--- config.mk ---
export PLATFORM = sky130hd
export DESIGN_NAME = freq_meter
export DESIGN_NICKNAME = d
export VERILOG_FILES = /design/src/rtl/freq_meter.sv
export SDC_FILE = /design/constraint.sdc
export NUM_CORES = 1
export LEC_CHECK = 0
export BUFFER_PORTS_ARGS = -buffer_cell sky130_fd_sc_hd__buf_2
export CAP_MARGIN = 15
export CORE_MARGIN = 3
export CORE_UTILIZATION = 45
export DETAILED_ROUTE_END_ITERATION = 10
export PLACE_DENSITY_LB_ADDON = 0.12
export SETUP_SLACK_MARGIN = 0.2
export SLEW_MARGIN = 0
export SYNTH_ARGS = -nofsm -noshare
export SYNTH_HDL_FRONTEND = slang
export SYNTH_SLANG_ARGS = --single-unit
--- constraint.sdc ---
create_clock -name clk -period 3.8 [get_ports clk]
set_input_delay 0.19 -clock clk [delete_from_list [all_inputs] [get_ports clk]]
set_output_delay 0.19 -clock clk [all_outputs]
set_load 0.01 [all_outputs]
--- src/rtl/freq_meter.sv ---
// Gate-window frequency counter: counts synchronized rising edges of sig_in over GATE_CYCLES clocks.
// Result registered on window end with a one-cycle valid strobe; no backpressure, start ignored while busy.
module freq_meter #(
    parameter int unsigned GATE_CYCLES = 100000000,
    parameter int unsigned CNT_W       = 27
) (
    input  logic             clk,
    input  logic             reset,
    input  logic             sig_in,
    input  logic             start,
    input  logic             cont,
    output logic [CNT_W-1:0] freq,
    output logic             valid,
    output logic             busy,
    output logic             ovf
);

    typedef enum logic [1:0] {
        IDLE = 2'd0,
        GATE = 2'd1,
        DONE = 2'd2
    } state_t;

    localparam logic [31:0]      LAST_GATE = 32'(GATE_CYCLES - 1);
    localparam logic [CNT_W-1:0] CNT_MAX   = '1;

    state_t           r_state;
    state_t           w_state_nxt;
    logic             r_s1;
    logic             r_s2;
    logic             r_s3;
    logic [31:0]      r_gate_cnt;
    logic [CNT_W-1:0] r_edge_cnt;
    logic             r_sat;

    logic             w_edge;
    logic             w_gate_last;
    logic             w_cnt_full;
    logic             w_restart;
    logic             w_gate_end;
    logic [CNT_W-1:0] w_edge_cnt_nxt;
    logic             w_sat_nxt;

    always_ff @(posedge clk or negedge reset) begin
        if (!reset) begin
            r_s1 <= 1'b0;
            r_s2 <= 1'b0;
            r_s3 <= 1'b0;
        end else begin
            r_s1 <= sig_in;
            r_s2 <= r_s1;
            r_s3 <= r_s2;
        end
    end

    assign w_edge      = r_s2 & ~r_s3;
    assign w_gate_last = (r_gate_cnt == LAST_GATE);
    assign w_cnt_full  = (r_edge_cnt == CNT_MAX);
    assign w_restart   = ((r_state == IDLE) && start) || ((r_state == DONE) && cont);
    assign w_gate_end  = (r_state == GATE) && w_gate_last;

    // An edge arriving at full scale is lost rather than wrapping; that loss is what ovf reports.
    assign w_edge_cnt_nxt = (w_edge && !w_cnt_full) ? (r_edge_cnt + CNT_W'(1)) : r_edge_cnt;
    assign w_sat_nxt      = r_sat | (w_edge & w_cnt_full);

    always_ff @(posedge clk or negedge reset) begin
        if (!reset) begin
            r_state <= IDLE;
        end else begin
            r_state <= w_state_nxt;
        end
    end

    always_comb begin
        w_state_nxt = r_state;
        case (r_state)
            IDLE:    if (start) w_state_nxt = GATE;
            GATE:    if (w_gate_last) w_state_nxt = DONE;
            DONE:    w_state_nxt = cont ? GATE : IDLE;
            default: w_state_nxt = IDLE;
        endcase
    end

    always_ff @(posedge clk or negedge reset) begin
        if (!reset) begin
            r_gate_cnt <= '0;
            r_edge_cnt <= '0;
            r_sat      <= 1'b0;
        end else if (w_restart) begin
            r_gate_cnt <= '0;
            r_edge_cnt <= '0;
            r_sat      <= 1'b0;
        end else if (r_state == GATE) begin
            r_gate_cnt <= r_gate_cnt + 32'd1;
            r_edge_cnt <= w_edge_cnt_nxt;
            r_sat      <= w_sat_nxt;
        end
    end

    // Result takes the count including an edge seen in the final gate cycle.
    always_ff @(posedge clk or negedge reset) begin
        if (!reset) begin
            freq  <= '0;
            ovf   <= 1'b0;
            valid <= 1'b0;
        end else begin
            valid <= w_gate_end;
            if (w_gate_end) begin
                freq <= w_edge_cnt_nxt;
                ovf  <= w_sat_nxt;
            end
        end
    end

    assign busy = (r_state != IDLE);

endmodule

After elaboration in Yosys (flattened, before gate mapping)
Cells that the tools add are included.

Flip-flop bits (word level): 94. Latch bits: 0. Bits in writable memories: 0. Memory bits (read-only): 0. Input port bits: 5. Output and inout port bits: 30. Word-level logic and storage cells: 43. Memories: 0.

Add/subtract/negate cells: 2. $mul: 0. Div/mod/pow operators: 0. $lt $le $gt $ge: 0. Eq/ne operators: 6. Shift operators: 0. Mux-type cells: 11. Bitwise logic cells: 4. Reduce and logical (&&, ||, !) cells: 10.

Operators by type and width (count): 2-to-1 mux 27 bit (3); 2-to-1 mux 32 bit (2); adder 32 x 1 -> 32 bit, second input constant (1); equality test 32 x 27 -> 1 bit, second input constant (1); adder 27 x 1 -> 27 bit, second input constant (1); equality test 27 bit, second input constant (1); case mux 2 bit (3 select lines) (1); logical AND 1 bit (4); 2-to-1 mux 2 bit (2); inequality test 2 bit, second input constant (2); nonzero test 2 bit (2); 2-to-1 mux 1 bit (3); bitwise AND 1 bit (2); equality test 2 x 1 -> 1 bit, second input constant (1); equality test 2 bit, second input constant (1); logical NOT 2 bit (1); AND reduction 2 bit (1); logical NOT 1 bit (1); logical OR 1 bit (1); inverter 1 bit (1); bitwise OR 1 bit (1).

Depth between registers and ports, before layout
Depth in word-level cells: 6. Mapped depth: 8. Mapped depth without buffers: 6.

Least setup slack after synthesis
No wires, ideal clock.

Path kind: reg-to-reg. Start point: register r_edge_cnt[0]. End point: register freq[24]. Setup time: 0.125 ns. Arrival: 2.020 ns. Required time: 3.675 ns. Slack: 1.656 ns. Cell stages (with the launch flop): 7. Path buffers: 0. Period minus slack after synthesis: 2.144 ns. Path through: dfrtp_1 -> ha_1 -> nand3_1 -> or3_4 -> nor4_1 -> mux2_2 -> mux2_2.

Word-level cells in the longest chain between the ends: 4. Elaborated cells between the ends (all ways): 5. Those cells by class: 1 x add/sub; 1 x eq/ne; 1 x mux; 2 x reduce/logical.

Ends and longest elaborated chain: start, declared (line 33) `logic [CNT_W-1:0] r_edge_cnt;`; start signal, assigned (line 95) `r_edge_cnt <= w_edge_cnt_nxt;`; branches (longest 3 deep; another with adder 27 x 1 -> 27 bit); 2-to-1 mux 27 bit * (line 63) `assign w_edge_cnt_nxt = (w_edge && !w_cnt_full) ? (r_edge_cnt + CNT_W'(1)) : r_edge_cnt;`; end signal, assigned (line 109) `freq <= w_edge_cnt_nxt;`; end, declared (line 12) `output logic [CNT_W-1:0] freq,`.

Every way passes the cells marked *. A chain may end at the register's enable or synchronous reset.

Worst setup path in the final report
Start point: register r_state[1]. End point: register freq[14].

Word-level cells in the longest chain between the ends: 2.

Ends and longest elaborated chain: start, declared (line 27) `state_t r_state;`; start signal, assigned (line 70) `r_state <= w_state_nxt;`; equality test 2 x 1 -> 1 bit (line 60) `assign w_gate_end = (r_state == GATE) && w_gate_last;`; logical AND 1 bit (line 60).

No other way between the ends.

==> flow_metrics.env <==
export IMPL_p_sw_share_pct=29.40
export IMPL_ys_dominant_reg_cell="sky130_fd_sc_hd__dfrtp_1"
export IMPL_cts_buffers_inserted=9
export IMPL_synth_seq_area_share_pct=46.16
export IMPL_fin_worst_hold_slack_ns=-0.01621
export IMPL_antenna_violating_nets_post_route=0
export IMPL_die_width_um=112.4
export IMPL_drt_iter0_markers=215
export IMPL_finalWirelength_um=12040
export IMPL_number_of_cells_produced_by_synthesis=545
export IMPL_drc=0
export IMPL_area_growth_syn_to_layout_pct=10.31
export IMPL_setup_violations_final=0
export IMPL_floorplan_die_area_mm2=0.01264
export IMPL_count_of_flip_flops_with_a_built_in_enable_after_synthesis=0
export IMPL_slew_limit_headroom_pct=34.34
export IMPL_synthesis_area_per_instance_um2=9.351
export IMPL_cts_sink_count=94
export IMPL_post_drt_wl_per_cell_um=17.07
export IMPL_fin_worst_skew_ns=0.007005
export IMPL_regToRegStartpoint="r_state[1]$_DFFE_PN0P_"
export IMPL_endpoint_kind="flop"
export IMPL_postCtsHoldBufs=1
export IMPL_number_of_primary_i_o_pins=35
export IMPL_timing_critical_path_from="r_state[1]$_DFFE_PN0P_"
export IMPL_io_buffers=34
export IMPL_hpwlAfterDp_um=8213
export IMPL_root_buffer="sky130_fd_sc_hd__clkbuf_16"
export IMPL_post_route_period_util_pct=67.42
export IMPL_floorplan_initialDensity_pct=46.60
export IMPL_antenna_violations_before_repair=0
export IMPL_layout_drive_gt1_share_pct=14.16
export IMPL_fin_nets=567
export IMPL_crit_path_class="flop to flop"
export IMPL_timing_critical_path_fanout_max=51
export IMPL_fp_row_count=38
export IMPL_synth_largest_type_area_fraction_pct=46.16
export IMPL_synth_area_mm2=0.005096
export IMPL_r2r_worst_path_cells=6
export IMPL_clkTransAtPathRegs_ns=0.06
export IMPL_crit_reg2reg_capture="freq[14]$_DFFE_PN0P_"
export IMPL_grt_pass1_vias=4119
export IMPL_post_route_min_period_ns=2.562
export IMPL_final_antenna_diode_count=0
export IMPL_maximum_number_of_pins_on_one_net_before_global_route_repair=77
export IMPL_tightest_slew_ns=0.9850
export IMPL_timing_setup_tns_ns=0
export IMPL_grt_pass1_wl_um=20730
export IMPL_yosysUniqueCellTypes=61
export IMPL_chipHeight_um=112.4
export IMPL_detail_route_vias_per_cell=5.889
export IMPL_yosys_area_top_type="sky130_fd_sc_hd__dfrtp_1"
export IMPL_synth_most_common_cell="sky130_fd_sc_hd__dfrtp_1"
export IMPL_cts_root_to_sink_buffers=2
export IMPL_outcome="finished with violations"
export IMPL_firstDrtPassIters=4
export IMPL_total_power_after_layout_mw=2.511
export IMPL_grt_setup_unrepaired="no"
export IMPL_htreeDepth=3
export IMPL_gpl_final_weighted_congestion=0.8519
export IMPL_ctsResizeCount=0
export IMPL_grtUsageTotal_pct=20.29
export IMPL_final_hold_viol_count=5
export IMPL_report_final_slew_viol_count=0
export IMPL_grt_overflow=0
export IMPL_start_kind="flop"
export IMPL_number_of_max_cap_violations=0
export IMPL_worst_ir_drop_vdd_uv=257.4
export IMPL_hp_class="input port to async pin"
export IMPL_fmax_ghz=0.3903
export IMPL_worst_slack_ns=1.238
export IMPL_power_share_of_the_combinational_group_pct=13.6
export IMPL_internal_power_mw=1.773
export IMPL_synth_seq_cells=94
export IMPL_switchingPower_uw=738.1
export IMPL_critPathRequiredTime_ns=4.06
export IMPL_cts_repair_timing_setup_buffer_count=0
export IMPL_synth_yosys_warnings=0
export IMPL_core_area_mm2=0.01094
export IMPL_seqPwrFrac_pct=50.0
export IMPL_synth_common_cells="sky130_fd_sc_hd__dfrtp_1, sky130_fd_sc_hd__nor2_1, sky130_fd_sc_hd__a21oi_1"
export IMPL_place_ws_ns=1.242
export IMPL_tritoncts="yes"
export IMPL_violations="hold timing"
export IMPL_clock_power_share_pct=36.5
export IMPL_regToRegSetupSlack_ns=1.24
export IMPL_synth_net_count=552
export IMPL_latest_clock_arrival_within_the_worst_skew_pair_ns=0.35
export IMPL_leakage_power_nw=2.342
export IMPL_synth_area_top_cells="sky130_fd_sc_hd__dfrtp_1, sky130_fd_sc_hd__nor2_1, sky130_fd_sc_hd__xnor2_1, sky130_fd_sc_hd__a21oi_1, sky130_fd_sc_hd__nand3_1"
export IMPL_cp_data_arrival_time_ns=2.82
export IMPL_synth_async_reset_ratio_pct=100.0
export IMPL_vias=4152
export IMPL_power_density_mw_per_mm2=446.6
power by group through the flow:
stage / logic, mW / registers (mW) / clock network [mW]
after global placement: 0.338 / 1.26 / 0
after floorplan: 0.311 / 1.21 / 0
after detailed placement: 0.343 / 1.27 / 0
final: 0.341 / 1.25 / 0.915
after CTS: 0.346 / 1.25 / 0.943
after global routing: 0.393 / 1.28 / 0.976
through the flow:
stage,instances,hold WS [ns],area [um^2],utilization (%)
floorplan,545,-0.1056,5096,-
global placement,688,0.2978,5311,48.57
detailed placement,688,0.2998,5311,48.57
CTS,705,0.03940,5622,51.41
global route,705,0.07998,5622,51.41
finish,705,-0.01621,5622,51.41
routing by layer:
metal / up-vias / track usage, % / routed length, um
met5: - / 0 / 0
met4: 0 / 8.413 / 322
met3: 23 / 2.857 / 403
met2: 92 / 33.41 / 5836
met1: 2003 / 27.00 / 5473
li1: 2034 / - / -
layout make-up:
type	count	area, um^2
Sequential cell	94	2352
Inverter	8	30.03
Clock buffer	10	239.0
Tap cell	140	175.2
Clock inverter	6	61.31
Timing Repair Buffer	41	227.7
Multi-Input combinational cell	406	2536
Fill cell	1044	5314
flip-flops by register name, summed over array words and instances (netlist names), 2 cells and up:
signal,flops
freq,27
r_edge_cnt,27
r_gate_cnt,32
r_state,2
worst max path at each step:
stage | endpoint | slack, ns | cells after the start
after floorplan | freq[24]$_DFFE_PN0P_ | 1.66 | 6
after CTS | freq[17]$_DFFE_PN0P_ | 1.22 | 6
after global placement | freq[8]$_DFFE_PN0P_ | 1.28 | 6
after global routing | r_edge_cnt[7]$_DFFE_PN0P_ | 0.97 | 7
after detailed placement | freq[8]$_DFFE_PN0P_ | 1.24 | 6
final | freq[14]$_DFFE_PN0P_ | 1.24 | 6
worst max-delay path: stages, from the launching register on:
cell,delay (ns)
sky130_fd_sc_hd__dfrtp_1,0.41
sky130_fd_sc_hd__nand2b_1,0.40
sky130_fd_sc_hd__or3_1,0.61
sky130_fd_sc_hd__nor4_4,0.32
sky130_fd_sc_hd__buf_4,0.48
sky130_fd_sc_hd__nor2_1,0.07
sky130_fd_sc_hd__a31oi_1,0.16
kinds of logic after synthesis:
logic type	Yosys count	synth area share [%]
and+or+nand+nor	242	26.10
buffers and inverters	45	4.174
xor gates and xnor gates	44	7.562
DFF	94	46.16
adders and majority gates	2	0.4910
muxes	7	1.449
AOI/OAI and AO/OA	111	14.07
placed cells by master, fill, tap and decap left out, types with 6 or more instances in the layout:
master / n
sky130_fd_sc_hd__nor3_1: 8
sky130_fd_sc_hd__or3_1: 14
sky130_fd_sc_hd__nand3_1: 30
sky130_fd_sc_hd__buf_4: 7
sky130_fd_sc_hd__a31oi_1: 19
sky130_fd_sc_hd__clkbuf_16: 9
sky130_fd_sc_hd__o211ai_1: 6
sky130_fd_sc_hd__nor4_1: 16
sky130_fd_sc_hd__nand2_1: 34
sky130_fd_sc_hd__inv_1: 8
sky130_fd_sc_hd__nand4_1: 24
sky130_fd_sc_hd__a21oi_1: 38
sky130_fd_sc_hd__nor2_1: 68
sky130_fd_sc_hd__and3_1: 8
sky130_fd_sc_hd__o21ai_0: 17
sky130_fd_sc_hd__and4_1: 6
sky130_fd_sc_hd__xnor2_1: 29
sky130_fd_sc_hd__dfrtp_1: 94
sky130_fd_sc_hd__xor2_1: 15
sky130_fd_sc_hd__buf_2: 33
Power figures use the tool's default switching activity.
